<file path="config.mk">
export PLATFORM = sky130hd
export DESIGN_NAME = uart_cmd_parser
export DESIGN_NICKNAME = d
export VERILOG_FILES = /design/src/rtl/uart_cmd_parser.sv
export SDC_FILE = /design/constraint.sdc
export NUM_CORES = 1
export LEC_CHECK = 0
export ABC_AREA = 1
export BUFFER_PORTS_ARGS = -buffer_cell sky130_fd_sc_hd__buf_2
export CAP_MARGIN = 20
export CORE_MARGIN = 2
export CORE_UTILIZATION = 50
export DETAILED_ROUTE_END_ITERATION = 7
export PLACE_DENSITY = 0.79
export SKIP_LAST_GASP = 1
export SLEW_MARGIN = 20
export SYNTH_ARGS = -nofsm -noshare
export SYNTH_HDL_FRONTEND = slang
export SYNTH_SLANG_ARGS = --single-unit
</file>
<file path="constraint.sdc">
create_clock -name clk -period 2.18 [get_ports clk]
set_input_delay 0.218 -clock clk [delete_from_list [all_inputs] [get_ports clk]]
set_output_delay 0.218 -clock clk [all_outputs]
set_load 0.005 [all_outputs]
</file>
<file path="src/rtl/uart_cmd_parser.sv">
// Streaming UART command parser: "SW:"/"BT:" + spaces + "0x" + hex digits + CR/LF drives switch/button vectors.
// Optional idle-gap abort is compiled in with `define CMD_TIMEOUT_EN (limit TIMEOUT_CYCLES clk cycles).
//
// state     | meaning
// IDLE      | waiting for 'S' or 'B'; target latched here
// PFX2      | expecting 'W' (switch) or 'T' (button)
// COLON     | expecting ':'
// SPACE     | skipping spaces, expecting '0'
// ZERO_X    | expecting 'x' or 'X'
// HEX_FIRST | expecting the first hex digit
// HEX_MORE  | more hex digits, or CR/LF to apply
module uart_cmd_parser #(
  parameter int SWITCH_COUNT   = 16,
  parameter int BUTTON_COUNT   = 5,
  parameter int TIMEOUT_CYCLES = 1000000
) (
  input  logic                    clk,
  input  logic                    reset_n,
  input  logic                    ena,
  input  logic [7:0]              rx_data,
  input  logic                    rx_valid,
  output logic [SWITCH_COUNT-1:0] switch_data,
  output logic [BUTTON_COUNT-1:0] button_data,
  output logic                    cmd_done,
  output logic                    cmd_error
);

  localparam int MAX_W      = (SWITCH_COUNT > BUTTON_COUNT) ? SWITCH_COUNT : BUTTON_COUNT;
  localparam int MAX_DIGITS = (MAX_W + 3) / 4;
  localparam int ACC_W      = 4 * MAX_DIGITS;
  localparam int CNT_W      = $clog2(MAX_DIGITS + 1);

  localparam logic [2:0] ST_IDLE      = 3'd0;
  localparam logic [2:0] ST_PFX2      = 3'd1;
  localparam logic [2:0] ST_COLON     = 3'd2;
  localparam logic [2:0] ST_SPACE     = 3'd3;
  localparam logic [2:0] ST_ZERO_X    = 3'd4;
  localparam logic [2:0] ST_HEX_FIRST = 3'd5;
  localparam logic [2:0] ST_HEX_MORE  = 3'd6;

  localparam logic [7:0] CH_S     = 8'h53;
  localparam logic [7:0] CH_W     = 8'h57;
  localparam logic [7:0] CH_B     = 8'h42;
  localparam logic [7:0] CH_T     = 8'h54;
  localparam logic [7:0] CH_COLON = 8'h3A;
  localparam logic [7:0] CH_SPACE = 8'h20;
  localparam logic [7:0] CH_ZERO  = 8'h30;
  localparam logic [7:0] CH_X_UP  = 8'h58;
  localparam logic [7:0] CH_X_LO  = 8'h78;
  localparam logic [7:0] CH_CR    = 8'h0D;
  localparam logic [7:0] CH_LF    = 8'h0A;

  logic [2:0]       state_q, state_d;
  logic             tgt_q, tgt_d;
  logic [ACC_W-1:0] acc_q, acc_d;
  logic [CNT_W-1:0] cnt_q, cnt_d;
  logic             accept, is_hex, is_term, apply, abort, timeout_hit;
  logic [3:0]       nibble;

  assign accept  = ena & rx_valid;
  assign is_term = (rx_data == CH_CR) || (rx_data == CH_LF);
  assign is_hex  = ((rx_data >= 8'h30) && (rx_data <= 8'h39)) ||
                   ((rx_data >= 8'h41) && (rx_data <= 8'h46)) ||
                   ((rx_data >= 8'h61) && (rx_data <= 8'h66));
  // Letters A-F / a-f share low nibble 1..6, so add 9 to reach 10..15.
  assign nibble  = (rx_data <= 8'h39) ? rx_data[3:0] : (rx_data[3:0] + 4'd9);

`ifdef CMD_TIMEOUT_EN
  localparam int TO_W = (TIMEOUT_CYCLES > 2) ? $clog2(TIMEOUT_CYCLES) : 1;
  logic [TO_W-1:0] to_cnt_q;

  assign timeout_hit = ena && !rx_valid && (state_q != ST_IDLE) &&
                       (to_cnt_q == TO_W'(TIMEOUT_CYCLES - 1));

  always_ff @(posedge clk or negedge reset_n) begin
    if (!reset_n) begin
      to_cnt_q <= '0;
    end else if (ena) begin
      if (rx_valid || (state_q == ST_IDLE) || timeout_hit) begin
        to_cnt_q <= '0;
      end else begin
        to_cnt_q <= to_cnt_q + TO_W'(1);
      end
    end
  end
`else
  assign timeout_hit = 1'b0;
  if (TIMEOUT_CYCLES < 1) begin : g_timeout_unused
  end
`endif

  always_comb begin
    state_d = state_q;
    tgt_d   = tgt_q;
    acc_d   = acc_q;
    cnt_d   = cnt_q;
    apply   = 1'b0;
    abort   = 1'b0;
    if (accept) begin
      case (state_q)
        ST_IDLE: begin
          if (rx_data == CH_S) begin
            state_d = ST_PFX2;
            tgt_d   = 1'b0;
          end else if (rx_data == CH_B) begin
            state_d = ST_PFX2;
            tgt_d   = 1'b1;
          end
        end
        ST_PFX2: begin
          if ((!tgt_q && rx_data == CH_W) || (tgt_q && rx_data == CH_T)) state_d = ST_COLON;
          else abort = 1'b1;
        end
        ST_COLON: begin
          if (rx_data == CH_COLON) state_d = ST_SPACE;
          else abort = 1'b1;
        end
        ST_SPACE: begin
          if (rx_data == CH_ZERO) state_d = ST_ZERO_X;
          else if (rx_data != CH_SPACE) abort = 1'b1;
        end
        ST_ZERO_X: begin
          if ((rx_data == CH_X_UP) || (rx_data == CH_X_LO)) begin
            state_d = ST_HEX_FIRST;
            acc_d   = '0;
            cnt_d   = '0;
          end else begin
            abort = 1'b1;
          end
        end
        ST_HEX_FIRST: begin
          if (is_hex) begin
            state_d = ST_HEX_MORE;
            acc_d   = (acc_q << 4) | ACC_W'(nibble);
            cnt_d   = cnt_q + CNT_W'(1);
          end else begin
            abort = 1'b1;
          end
        end
        ST_HEX_MORE: begin
          if (is_hex && (cnt_q < CNT_W'(MAX_DIGITS))) begin
            acc_d = (acc_q << 4) | ACC_W'(nibble);
            cnt_d = cnt_q + CNT_W'(1);
          end else if (is_term) begin
            apply   = 1'b1;
            state_d = ST_IDLE;
          end else begin
            abort = 1'b1;
          end
        end
        default: state_d = ST_IDLE;
      endcase
    end else if (timeout_hit) begin
      abort = 1'b1;
    end
    if (abort) state_d = ST_IDLE;
  end

  always_ff @(posedge clk or negedge reset_n) begin
    if (!reset_n) begin
      state_q <= ST_IDLE;
      tgt_q   <= 1'b0;
      acc_q   <= '0;
      cnt_q   <= '0;
    end else if (ena) begin
      state_q <= state_d;
      tgt_q   <= tgt_d;
      acc_q   <= acc_d;
      cnt_q   <= cnt_d;
    end
  end

  always_ff @(posedge clk or negedge reset_n) begin
    if (!reset_n) begin
      switch_data <= '0;
      button_data <= '0;
      cmd_done    <= 1'b0;
      cmd_error   <= 1'b0;
    end else if (ena) begin
      cmd_done  <= apply;
      cmd_error <= abort;
      if (apply) begin
        if (tgt_q) button_data <= acc_q[BUTTON_COUNT-1:0];
        else       switch_data <= acc_q[SWITCH_COUNT-1:0];
      end
    end else begin
      cmd_done  <= 1'b0;
      cmd_error <= 1'b0;
    end
  end

endmodule

</file>
==> out/metrics.cfg <==
[yosys]
yosysTopAreaCell = dfrtp_1
netlist_instances = 308
synthXorXnorAreaFrac_pct = 0.721
muxShareOfSynthArea_pct = 0
synth_seq_cells = 46
synth_adder_area_share_pct = 3.09
synth_compound_area_share_pct = 11.2
synthSimpleGateAreaFrac_pct = 29.8
yosysTopAreaCellShare_pct = 47.4
yosysWarnings = 0
synth_top_family_by_area = simple AND/OR/NAND/NOR gates
syn_avg_cell_area_um2 = 7.88
synth_area_um2 = 2430
seq_area_frac_synth_pct = 47.4
synth_area_leaders = dfrtp_1, nand2_1, nand3_1, o21ai_2, nor2_1
ys_types = 30
synth.net_count = 326

[layout]
diodes = 0
most-common-layout-cells = nand2_1, dfrtp_1, buf_2
layoutNonFillerInstCount = 401
drive_above_1_share_pct = 21.3
area_growth_pct = 13.1
final_common_cell = nand2_1
nets = 364

[worst_setup_path]
critPathRequiredTime_ns = 2.37
worst_setup_path_end_kind = flip-flop
r2r_start = state_q[0]
critPathLaunch = state_q[0]
path_class = flip-flop to flip-flop
arrival_ns = 2.12
start_kind = flip-flop
cp_max_fo = 21
rr_worst_depth = 8

[power_and_ir_drop]
peakVddDrop_uv = 318
p_sw_share_pct = 35.6
power_frac_seq_pct = 48.0
combPwrFrac_pct = 28.2
p_leak_nw = 1.49
clkPwrFrac_pct = 23.7
p_int_w = 0.00139
power.total_w = 0.00216
powerDensity_nw_per_um2 = 788
p_switching_w = 0.000770

[floorplan]
core_um2 = 4690
die_w_um = 73.7
die-area_um2 = 5430
placementRows = 25
die_h_um = 73.7
start_util_pct = 51.8
ios = 35

[placed_design]
place.gp.congestion = 0.907
placed_cells = 392
hpwl_mm = 3.51
pre_cts_slack_ns = 0.259
numPortBuffers = 34

[sta]
drv_slew = 0
skew_ns = 0.00889
fin_tns_setup_ns = 0
grt_setup_unrepaired = false
max_freq_mhz = 517
worst_slack_ns = 0.247
worstMarginPinSlew_ns = 0.637
setup_viol = 0
holdWs_ns = 0.342
min_period_ns = 1.93
finalHoldViolCount = 0
timing.final.crit_share_pct = 88.7
relSlewSlack_pct = 57.5

[drt]
drt_first_pass_iters = 4
wl_mm = 4.70
vias = 2018
drc_errors = 0
first_iter_violations = 84
ant_nets = 0
drt-vias-per-instance = 5.03
wl_per_cell_um = 11.7

[cts]
post_cts_buffers = 0
cts_resized = 0
cts_buffer_depth = 2
cts_root_buffer = clkbuf_8
clk_pin_slew_ns = 0.08
cts_hold_buf = 1
cts_tree = yes
ctsHtreeMaxLevel = 2
numCtsBuffers = 5
numClockSinks = 46
clock_latency_ns = 0.30

[grt]
antenna_found_initial = 0
grt_max_degree = 39
overflow = 0
grt_use_total_pct = 19.4
grt_pass1_vias = 1928
grt_first_pass_wirelength_mm = 8.20

[min_path]
hold_path.class = input pin to flip-flop
holdPathStages = 5
holdCritStartpoint = rx_data[3]

[status]
outcome = completed

[job]
max-cap-violations = 0

## area by class of cell
| type | count | area [um^2] |
|---|---|---|
| tap | 54 | 67.6 |
| clock inverter | 2 | 13.8 |
| multi-input combinational | 220 | 1090 |
| timing repair buffer | 40 | 230 |
| clock buffer | 6 | 72.6 |
| sequential | 46 | 1150 |
| inverter | 33 | 124 |
| fill | 440 | 1950 |
## Yosys cell counts
| library cell | number |
|---|---|
| nand2_1 | 105 |
| dfrtp_1 | 46 |
| nor2_1 | 28 |
| inv_1 | 27 |
| nand3_1 | 26 |
| o21ai_1 | 14 |
| o21ai_2 | 13 |
| ha_1 | 6 |
| inv_2 | 6 |
| nand2_2 | 4 |
| a21oi_1 | 3 |
| buf_6 | 3 |
| nor3_1 | 3 |
| o21bai_1 | 3 |
| a21oi_2 | 2 |
| buf_4 | 2 |
| clkbuf_1 | 2 |
| o21ai_0 | 2 |
| xor2_1 | 2 |
| a211oi_1 | 1 |
| buf_2 | 1 |
| clkbuf_2 | 1 |
| nand3_2 | 1 |
| nand3b_1 | 1 |
| nand4_1 | 1 |
| nor3_4 | 1 |
| nor3b_1 | 1 |
| o211ai_1 | 1 |
| o31ai_1 | 1 |
| or2_2 | 1 |
## power groups by stage
| stage | clock network [W] | logic (W) | registers [W] |
|---|---|---|---|
| after floorplan | 0 | 0.000472 | 0.00104 |
| after global placement | 0 | 0.000594 | 0.00106 |
| after detailed placement | 0 | 0.000612 | 0.00106 |
| after CTS | 0.000520 | 0.000615 | 0.00104 |
| after global routing | 0.000544 | 0.000712 | 0.00106 |
| final | 0.000513 | 0.000611 | 0.00104 |
## sequential cells by signal (all words and copies together) (netlist names)
| name | count |
|---|---|
| cmd_error | 1 |
| tgt_q | 1 |
| state_q | 3 |
| cnt_q | 3 |
| cmd_done | 1 |
| switch_data | 16 |
| button_data | 5 |
| acc_q | 16 |
## stage by stage
stage	cell area [um^2]	utilization [%]
2_1_floorplan	2430	-
3_3_place_gp	2650	56.5
3_5_place_dp	2650	56.5
4_1_cts	2750	58.5
5_1_grt	2750	58.5
6_report	2750	58.5
## worst paths after layout
check | endpoint | slack [ns]
max in group asynchronous | switch_data[2] | 1.12
hold reg to reg | switch_data[15] | 0.47
setup / recovery | switch_data[1] | 0.25
setup reg to reg | switch_data[1] | 0.25
min in group asynchronous | acc_q[14] | 0.47
hold / removal | acc_q[3] | 0.34
## metal layers
metal | global-route usage, % | vias to the layer above | routed length (um)
met4 | 8.69 | 0 | 125
met1 | 23.6 | 927 | 2130
met5 | 0 | - | 0
li1 | - | 1050 | -
met2 | 33.1 | 32 | 2330
met3 | 3.70 | 9 | 116
## worst max-delay path, cell delays in order (launching register included)
cell and delay, ns:
dfrtp_1 0.43, inv_2 0.10, nand2_1 0.05, nor2_1 0.27
inv_1 0.15, nor3_4 0.26, nand2_2 0.31, nand2_1 0.19
o21ai_2 0.06
## kinds of logic (layout without fill, tap and decap cells)
group           Yosys count  after routing
simple gates            172            172
flops                    46             46
buf+inv                  42             81
compound gates           40             40
fa+ha+maj                 6              6
xor+xnor                  2              2
No activity file was read; power rests on OpenSTA's default activity.
